File: src/rtl/sc_pkg.sv
// Shared constants and state type for the Sobol stochastic-computing stream.
// Holds default WIDTH/LEN/TMO, the ones-count width and the frame FSM states.
package sc_pkg;

  localparam int WIDTH_D = 6;
  localparam int LEN_D   = 64;
  localparam int TMO_D   = 16;
  localparam int ONES_W  = WIDTH_D + 1;

  typedef enum logic [1:0] {
    IDLE,
    RUN,
    DONE
  } state_t;

endpackage

File: src/rtl/sc_watchdog.sv
// Stall watchdog: counts enabled cycles without a clear and flags the limit.
// Ports: clk, rst (sync, high), en, clr, hit (asserts on the TMO-th idle cycle).
module sc_watchdog #(
  parameter int TMO = 16
) (
  input  logic clk,
  input  logic rst,
  input  logic en,
  input  logic clr,
  output logic hit
);

  localparam int CW = $clog2(TMO + 1);

  logic [CW-1:0] cnt;

  // hit is next-state only; the caller registers its effect
  assign hit = en && !clr && (cnt == CW'(TMO - 1));

  always_ff @(posedge clk) begin
    if (rst || !en || clr) begin
      cnt <= '0;
    end else begin
      cnt <= cnt + 1'b1;
    end
  end

endmodule

File: src/rtl/sobol_sc_stream.sv
// Sequences one Sobol generator and turns its samples into stochastic bits,
// counting ones per LEN-sample frame. Ports: start/x in, busy, gen_en,
// gen_count to the generator, smp_valid/smp from it, bit_valid/bit_out,
// done/ones/err out. Build with SC_TIMEOUT_EN to enable the stall watchdog.
module sobol_sc_stream
  import sc_pkg::*;
#(
  parameter int WIDTH = WIDTH_D,
  parameter int LEN   = LEN_D,
  parameter int TMO   = TMO_D
) (
  input  logic             clk,
  input  logic             rst,
  input  logic             start,
  input  logic [WIDTH-1:0] x,
  output logic             busy,
  output logic             gen_en,
  output logic [WIDTH-1:0] gen_count,
  input  logic             smp_valid,
  input  logic [WIDTH-1:0] smp,
  output logic             bit_valid,
  output logic             bit_out,
  output logic             done,
  output logic [WIDTH:0]   ones,
  output logic             err
);

  localparam int OW = WIDTH + 1;

  state_t           state;
  logic [WIDTH-1:0] x_lat;
  logic             take;
  logic             last;
  logic             bit_c;
  logic             hit;

  assign take  = (state == RUN) && gen_en && smp_valid;
  assign last  = (gen_count == WIDTH'(LEN - 1));
  assign bit_c = (smp < x_lat);

`ifdef SC_TIMEOUT_EN
  sc_watchdog #(
    .TMO (TMO)
  ) u_wdg (
    .clk (clk),
    .rst (rst),
    .en  (state == RUN),
    .clr (smp_valid),
    .hit (hit)
  );
`else
  logic unused_tmo;
  assign unused_tmo = (TMO != 0);
  assign hit        = 1'b0;
`endif

  // gen_count doubles as the frame point index
  always_ff @(posedge clk) begin
    if (rst) begin
      state     <= IDLE;
      x_lat     <= '0;
      busy      <= 1'b0;
      gen_en    <= 1'b0;
      gen_count <= '0;
      bit_valid <= 1'b0;
      bit_out   <= 1'b0;
      done      <= 1'b0;
      ones      <= '0;
      err       <= 1'b0;
    end else begin
      bit_valid <= 1'b0;
      done      <= 1'b0;
      unique case (state)
        IDLE: begin
          if (start) begin
            x_lat     <= x;
            gen_count <= '0;
            ones      <= '0;
            err       <= 1'b0;
            busy      <= 1'b1;
            gen_en    <= 1'b1;
            state     <= RUN;
          end
        end
        RUN: begin
          if (take) begin
            bit_valid <= 1'b1;
            bit_out   <= bit_c;
            ones      <= ones + OW'(bit_c);
            gen_count <= gen_count + 1'b1;
            if (last) begin
              done   <= 1'b1;
              gen_en <= 1'b0;
              state  <= DONE;
            end
          end else if (hit) begin
            done   <= 1'b1;
            err    <= 1'b1;
            gen_en <= 1'b0;
            state  <= DONE;
          end
        end
        DONE: begin
          busy  <= 1'b0;
          state <= IDLE;
        end
        default: state <= IDLE;
      endcase
    end
  end

endmodule

File: config.mk
export PLATFORM = sky130hd
export DESIGN_NAME = sobol_sc_stream
export DESIGN_NICKNAME = d
export VERILOG_FILES = /design/src/rtl/sc_pkg.sv /design/src/rtl/sc_watchdog.sv /design/src/rtl/sobol_sc_stream.sv
export SDC_FILE = /design/constraint.sdc
export NUM_CORES = 1
export LEC_CHECK = 0
export CAP_MARGIN = 15
export CORE_UTILIZATION = 46
export DETAILED_ROUTE_END_ITERATION = 6
export HOLD_SLACK_MARGIN = 0.02
export PLACE_DENSITY = 0.89
export SETUP_SLACK_MARGIN = 0.5
export SLEW_MARGIN = 40
export SYNTH_ARGS = -nofsm -noshare
export SYNTH_HDL_FRONTEND = slang
export SYNTH_SLANG_ARGS = --single-unit
File: constraint.sdc
create_clock -name clk -period 3.1 [get_ports clk]
set_clock_uncertainty 0.1 [all_clocks]
set_input_delay 0.31 -clock clk [delete_from_list [all_inputs] [get_ports clk]]
set_output_delay 0.31 -clock clk [all_outputs]
set_load 0.01 [all_outputs]
==> results.md, run 1 <==
Run status:
- The run finished with clean final reports.

Die:
- The starting density of the core is 49.3%.
- Row generation in the floorplan step produced 18 rows.
- In this run the count of I/O pins placed on the die edge is 35.
- The area enclosed by the die boundary is 0.00289 mm2.
- The die is 53.8 um wide.
- The floorplan step set the die height to 53.8 um.
- The core region is 0.00250 mm2.

Final layout:
- The synthesis-to-layout area growth is 31.5%.
- The number of antenna diodes is 0.
- The share of layout cells above drive strength 1 is 7.65%.
- The net count of the finished layout is 195.

Route:
- The overall routed net length is 2840 um.
- In this run, the number of DRC markers left after iteration 0 of detailed routing was 19.
- In the routed design, unresolved DRC markers number 0.
- The detailed router put a total of 1180 um of wire on met1.
- The average vias per placed instance is 5.63.
- The top routing layer in use is met4.
- The count of nets left with antenna violations once routing finished came out at 0.
- Wire segments on met2 add up to 1500 um in the final route.
- The detailed route wirelength on metal3 is 134 um.
- The total number of vias is 1126.
- In the final routed layout, each cell accounts on average for 14.2 um.
- The count of TritonRoute iterations in the first routing pass is 4.

Synth:
- The post-synthesis adder-cell area fraction is 8.12%.
- The combined area of all synthesized cells is 0.00123 mm2.
- The synthesized netlist contains 37 unique library cells.
- After Yosys synthesis, XOR and XNOR cells account for 0.711% of the synthesized area.
- The combinational family with the most area after synthesis is simple AND/OR/NAND/NOR gates.
- The average instance in the mapped netlist occupies 8.87 um2.
- The most instantiated flip-flop cell in the synthesis netlist is dfxtp_1.
- Summing the sequential cell areas from Yosys gives 42.2% of the chip area.
- Summing the areas of all compound-gate instances in the mapped netlist gives 17.2% of the synthesized area.
- Ranked by total cell area, the synthesized netlist is headed by dfxtp_1 42%, a21oi_1 8.1%, ha_1 8.1%, nand2_1 4.9%, a311oi_1 3.6%.
- Counting instances in the post-synthesis netlist gives the leading cell types as 26 x dfxtp_1, 20 x a21oi_1, 16 x nand2_1, 8 x ha_1, 7 x nor2_1.
- Counting flops and latches in the post-synthesis netlist gives 26.
- The synthesized design spends more area on one cell type than any other, namely dfxtp_1.
- The async set or reset register ratio after synthesis is 0%.
- The cell count after synthesis is 139.
- The most frequently used cell type in the post-synthesis netlist is dfxtp_1.
- Synthesis produced a netlist with a net count of 163.
- The basic-gate share of the synthesized area counting and, or, nand and nor cells is 26.1%.
- After synthesis, the share of cell area in mux cells is 0%.
- The Yosys step of the flow raised 0 warnings.
- The share of synthesized area in the top cell type comes to 42.2%.
- Counting flops with a built-in enable in the synthesized netlist gives 0.

Critical path:
- The maximum net fanout on the critical path is 3.
- STA classifies the critical path startpoint as a flip-flop.
- For this run, the slowest stage of the critical path takes 0.37 ns.
- The launch point of the worst path is x_lat[4].
- Traced cell by cell, the critical path runs through inv_1 -> ha_1 -> a21oi_1 -> and2b_2 -> nor3_1 -> ha_1 -> ha_1 -> and3_1 -> nand4_1 -> nand4b_1 -> o31ai_1.
- The data required time of the critical path is 3.23 ns.
- The worst setup path is captured at a flip-flop.
- The most prevalent standard cell on the critical path is ha_1.
- The largest individual stage delay along the critical path comes from the cell dfxtp_1.
- The critical path in this run is classified as reg2reg.
- The worst register-to-register path begins at x_lat[4].
- The arrival time of the worst setup path is 2.52 ns.

STA:
- The final number of hold-violating endpoints is 0.
- The final max-slew violation count is 0.
- The final setup TNS is 0 ns.
- Setup repair after global routing left no endpoint under its margin.
- Derived from the worst setup path, the maximum achievable clock frequency is 0.418 GHz.
- Setup violations remaining at the end of the flow were counted as 0.
- The post-route clock period utilization is 77.1%.
- The smallest clock period supported by the final layout is computed as 2.39 ns.
- The slew at the pin closest to its max-slew limit is 0.522 ns.
- Headroom to the max-slew limit came out at 65.0%.

Placed design:
- After legalization and detailed placement, the total HPWL measured 2030 um.
- The weighted congestion at the end of routability-driven global placement is 0.846.
- The quantity of I/O buffers inserted on ports is 33.

Global route:
- Entering global routing, the biggest net connects 30 pins.
- The number of antenna violations at the first check in global routing is 0.
- The global-route usage over all layers is 21.3%.
- The via count of the first global-routing pass is 1032.
- The first global-routing pass estimated 4460 um of wire.
- After global routing the overflow that remains totals 0.

Clock network:
- The insertion delay to the later sink of the worst-skew pair is 0.33 ns.
- CTS built an H-tree with a depth of 1.
- The post-CTS setup repair buffer count is 0.
- The total CTS buffers is 3.
- TritonCTS built the clock tree.
- The clock passes through at most 2 buffers.
- For this design, the CTS-stage hold fixing added 0 buffers.
- The register clock-pin slew on the reported worst setup and hold paths is 0.14 ns.
- CTS placed an instance of clkbuf_4 at the clock tree root.
- The number of clock sinks seen by CTS is 26.

Run:
- The tool flagged a number of max-cap violations equal to 0.

Pwr:
- The sum of internal, switching and leakage power is 679 uW.
- Across the VDD grid, the largest voltage drop is 266 uV.
- In this run the power density over the cells is 419 mW/mm2.
- The analysis attributes to cell leakage a power of 0.601 nW.

Min path:
- The class of the most critical hold timing path is reg2reg.
- The startpoint of the tightest hold check path is x_lat[1].
critical path, delay by kind of cell (launching register included):
kind	cells	cell delay, ns
AND/OR/NAND/NOR	5	0.90
adder cells (fa/ha/maj)	3	0.69
flip-flops	1	0.37
AO/OA/AOI/OAI	2	0.20
buffers and inverters	1	0.05
power by group:
part	switching (mW)	internal, mW	total [mW]
clock network	0.105	0.131	0.236
logic	0.0464	0.0457	0.0921
registers	0.00797	0.343	0.351
what timing repair did:
item                       4_1_cts  5_1_grt
gates resized for setup          0        1
setup endpoints to repair        0        1
hold endpoints to repair         0        0
registers in the layout, summed over array words and instances (netlist names):
register,count
x_lat,6
bit_out,1
done,1
gen_count,6
state,2
ones,7
gen_en,1
bit_valid,1
busy,1
cell usage in the layout (no fill, tap or decap), types with 2 or more instances in the layout:
cell type / n
nand2_1: 16
nor2_1: 7
dfxtp_1: 26
nand3_1: 6
inv_1: 5
nor3_1: 4
o21ai_0: 3
nand4b_1: 2
a21oi_1: 19
o31ai_1: 2
and3_1: 3
a311oi_1: 5
clkdlybuf4s50_1: 33
clkbuf_4: 3
or3_1: 5
ha_1: 8
nand4_1: 2
kinds of logic (layout without fill, tap and decap cells):
logic type	Yosys count	count (layout)
DFF	26	26
buffers and inverters	13	44
adders and majority gates	8	8
and+or+nand+nor	55	55
AOI/OAI and AO/OA	35	35
xor gates and xnor gates	1	1
other	1	1
per-stage QoR:
stage | hold WS, ns | utilization (%) | instance area [um2] | setup slack (ns) | instances
2_1_floorplan | 0.336 | - | 1230 | 0.918 | 139
5_1_grt | 0.400 | 64.8 | 1620 | 0.555 | 200
4_1_cts | 0.368 | 64.7 | 1620 | 0.693 | 200
3_5_place_dp | 0.349 | 62.6 | 1560 | 0.361 | 196
3_3_place_gp | 0.346 | 62.6 | 1560 | 0.415 | 196
6_report | 0.365 | 64.8 | 1620 | 0.710 | 200
routing by layer:
metal,up-vias,track usage [%]
li1,561,-
met1,534,26.0
met2,27,37.0
met4,0,9.21
met5,-,0
met3,4,2.54
path summary, 6_finish.rpt:
kind | endpoint | slack (ns) | cells after the start
setup / recovery | ones[6] | 0.71 | 11
hold / removal | x_lat[1] | 0.37 | 2
setup reg to reg | ones[6] | 0.71 | 11
hold reg to reg | x_lat[1] | 0.37 | 2
final cells by class:
cell class / count / area [um2]
multi-input combinational: 100 / 649
fill: 211 / 880
sequential: 26 / 520
timing repair buffer: 34 / 338
tap: 30 / 37.5
clock buffer: 3 / 22.5
inverter: 6 / 22.5
clock inverter: 1 / 30.0
No activity file was read; power rests on OpenSTA's default activity.
==> run 2, diff against run 1 <==
- CORE_UTILIZATION: 46 -> 42
- PLACE_DENSITY: 0.89 -> 0.87
- clock period: 3.1 -> 2.09 ns (I/O delays scaled with it)
==> run 2 against run 1 <==
Effect of this change:
- the run now ends with setup timing left
- power is 55% higher
- utilization increased by 1.3 points
- sequential share of layout area shrank 2.3 points
- clock-buffer cell count stayed put
- setup slack got worse by 0.86 ns
- hold slack got worse by 0.031 ns
- global-route usage shrank 0.46 points
- final cell count up 4.0%
- combinational power up 93%
- sequential cell count did not move
- die area rose by 9.2%
- fmax up 6.6%
==> results.md, run 2 (same netlist as run 1, synthesis figures left out) <==
Run status:
- The run finished, with violations left.
- The checks that failed: setup timing.

Clock network:
- The number of clock sinks seen by CTS is 26 (unchanged).
- CTS placed an instance of clkbuf_4 at the clock tree root.
- The CTS H-tree depth came to 1 (unchanged).
- The TritonCTS clock tree is built.
- The total CTS buffers is 3 (unchanged).
- The register clock-pin slew on the reported worst setup and hold paths is 0.15 ns (about the same).
- The buffer depth of the longest clock path came to 2 (unchanged).
- The insertion delay to the later sink of the worst-skew pair is 0.33 ns (about the same).
- The hold-fix buffer count after cts is 0 (unchanged).

STA:
- The post-route clock period utilization was 107% (+30 points).
- The worst-case setup margin in the final layout is -0.153 ns (-0.863 ns).
- The final max-slew violation count is 0 (unchanged).
- The final setup violation count is 5 (+5).
- The final critical-path required period is 2.24 ns (-0.147 ns).
- The final setup TNS is -0.382 ns (-0.382 ns).
- The maximum achievable frequency is 0.446 GHz (+6.6%).
- The final number of hold-violating endpoints is 0 (unchanged).
- Setup repair after global routing could not meet its margin everywhere.

Final layout:
- The area of the multi-input gates is 767 um2 (+18%).
- The post-route core utilization is 66.2% (+1.3 points).
- The filler cell count in the final layout was 207 (-1.9%).
- The net count of the finished layout came to 202 (+3.6%).
- Leaving out fill and tap cells, the most frequent cells in the layout are 25 x clkdlybuf4s50_1, 19 x dfxtp_2, 16 x nand2_1, 15 x a21oi_1, 8 x buf_4.
- The final standard cell count with taps included and fillers excluded is 208 (+4.0%).
- The register bank with the most flops is ones.
- The area growth from synthesis to layout is 48.0%.
- The number of flip-flops in the largest register is 7 (unchanged).
- The most common cell after layout, fill and taps aside is clkdlybuf4s50_1.
- The largest registers in the layout are ones: 7 flops, gen_count: 6 flops, x_lat: 6 flops.
- The share of layout cells above drive strength 1 is 33.9% (+26 points).
- The number of antenna diodes is 0 (unchanged).
- The area taken by flip-flops and latches is 544 um2 (+4.6%).

Route:
- The total number of vias was 1184 (+5.2%).
- The count of TritonRoute iterations in the first routing pass was 4 (unchanged).
- The overall routed net length came to 3430 um (+21%).
- The average wire per cell in the routed design was 16.5 um (+16%).
- The remaining antenna violation count is 0 (unchanged).
- The average vias per placed instance is 5.69 (+1.1%).
- The number of violations reported at the end of detailed-routing iteration 0 was 39 (+20).
- The detailed-route DRC error count is 0 (unchanged).

Pwr:
- The total leakage power is 0.751 nW (+25%).
- The total power density per cell area is 577 mW/mm2 (+38%).
- The largest vdd supply drop is 502 uV (+88%).
- The sum of internal, switching and leakage power came to 1.05 mW (+55%).

Die:
- The core outline area is 0.00276 mm2 (+10%).
- The starting density of the core was 44.7% (-4.6 points).
- The area enclosed by the die boundary was 0.00316 mm2 (+9.2%).
- The number of top-level design ports was 35 (unchanged).
- The die height is 56.2 um (+4.5%).
- The number of placement rows is 19 (+1).
- The horizontal extent of the die was 56.2 um (+4.5%).

Critical path:
- The maximum net fanout on the critical path came to 3 (unchanged).
- The most prevalent standard cell on the critical path is ha_4.
- The critical path in this run is classified as reg2reg.
- The number of buffers and inverters on the critical path came to 1 (unchanged).
- The maximum single-stage delay on the critical path came to 0.37 ns (about the same).
- The data required time of the critical path was 2.25 ns (-0.98 ns).
- The kind of capture point of the worst setup path is a flip-flop.
- STA classifies the critical path startpoint as a flip-flop.
- Walking the worst path, the cells encountered are inv_1 -> ha_4 -> nand3_2 -> a21oi_2 -> nor3_2 -> ha_2 -> ha_4 -> and3_4 -> or3_1 -> a311oi_1.
- The largest individual stage delay along the critical path comes from the cell dfxtp_2.
- The arrival time of the worst setup path was 2.40 ns (-0.12 ns).
- The critical path's top delay family is simple AND/OR/NAND/NOR gates.

Placed design:
- The weighted congestion at the end of routability-driven global placement came to 0.786 (-7.1%).
- The setup slack after placement is -0.455 ns (-0.817 ns).
- The detailed placer's ending HPWL is 2190 um (+7.9%).
- The quantity of I/O buffers inserted on ports came to 33 (unchanged).
- The cell count after placement was 199 (+1.5%).

Global route:
- The via count of the first global-routing pass came to 1203 (+17%).
- The global-route usage over all layers is 20.8% (-0.46 points).
- The number of antenna violations at the first check in global routing was 0 (unchanged).
- The largest net degree at the start of global routing is 29 (-3.3%).
- The global-route wire length before repair is 5220 um (+17%).
- The leftover overflow at the end of global routing was 0 (unchanged).

Run:
- The number of maximum-capacitance constraint violations is 0 (unchanged).

Min path:
- The class of the most critical hold timing path is in2reg.
==> run 2: cell type report <==
type / count / area share [%]
clock buffer: 3 / 1.23
tap: 31 / 2.13
sequential: 26 / 29.8
multi-input combinational: 100 / 42.0
timing repair buffer: 41 / 21.9
inverter: 6 / 1.23
clock inverter: 1 / 1.65
==> run 2: layer usage <==
layer  routed length, um  GRT usage [%]
met1                1490           23.3
met2                1750           40.1
met4                  52           6.97
met3                 129           2.33
met5                   0              0
==> run 2: where the power goes <==
part	internal, mW	switching, mW
combinational	0.0898	0.0885
sequential	0.511	0.0134
clock	0.194	0.155
==> run 2: worst register-to-register path: stages, from the launching register on <==
cell and delay, ns:
dfxtp_2 0.37, inv_1 0.07, ha_4 0.27, nand3_2 0.07, a21oi_2 0.16, nor3_2 0.06, ha_2 0.20, ha_4 0.16
and3_4 0.18, or3_1 0.32, a311oi_1 0.24
==> run 2: repair_timing <==
action	CTS	global route
endpoints found under the setup margin	23	27
pin swaps	10	9
buffers inserted	3	2
resized for setup	27	18
hold endpoints to repair	0	0
==> run 2: final timing paths <==
| check | endpoint | from | depth (start not counted) | slack, ns |
|---|---|---|---|---|
| worst max-delay path | ones[4] | x_lat[5] | 10 | -0.15 |
| worst min register to register | ones[6] | ones[6] | 1 | 0.36 |
| worst min-delay path | x_lat[0] | x[0] | 3 | 0.33 |
| worst max register to register | ones[4] | x_lat[5] | 10 | -0.15 |
==> run 2: through the flow <==
step	hold WS, ns	area, um2
2_1_floorplan	0.237	1260
3_3_place_gp	0.341	1610
3_5_place_dp	0.347	1610
4_1_cts	0.315	1750
5_1_grt	0.339	1820
6_report	0.334	1820
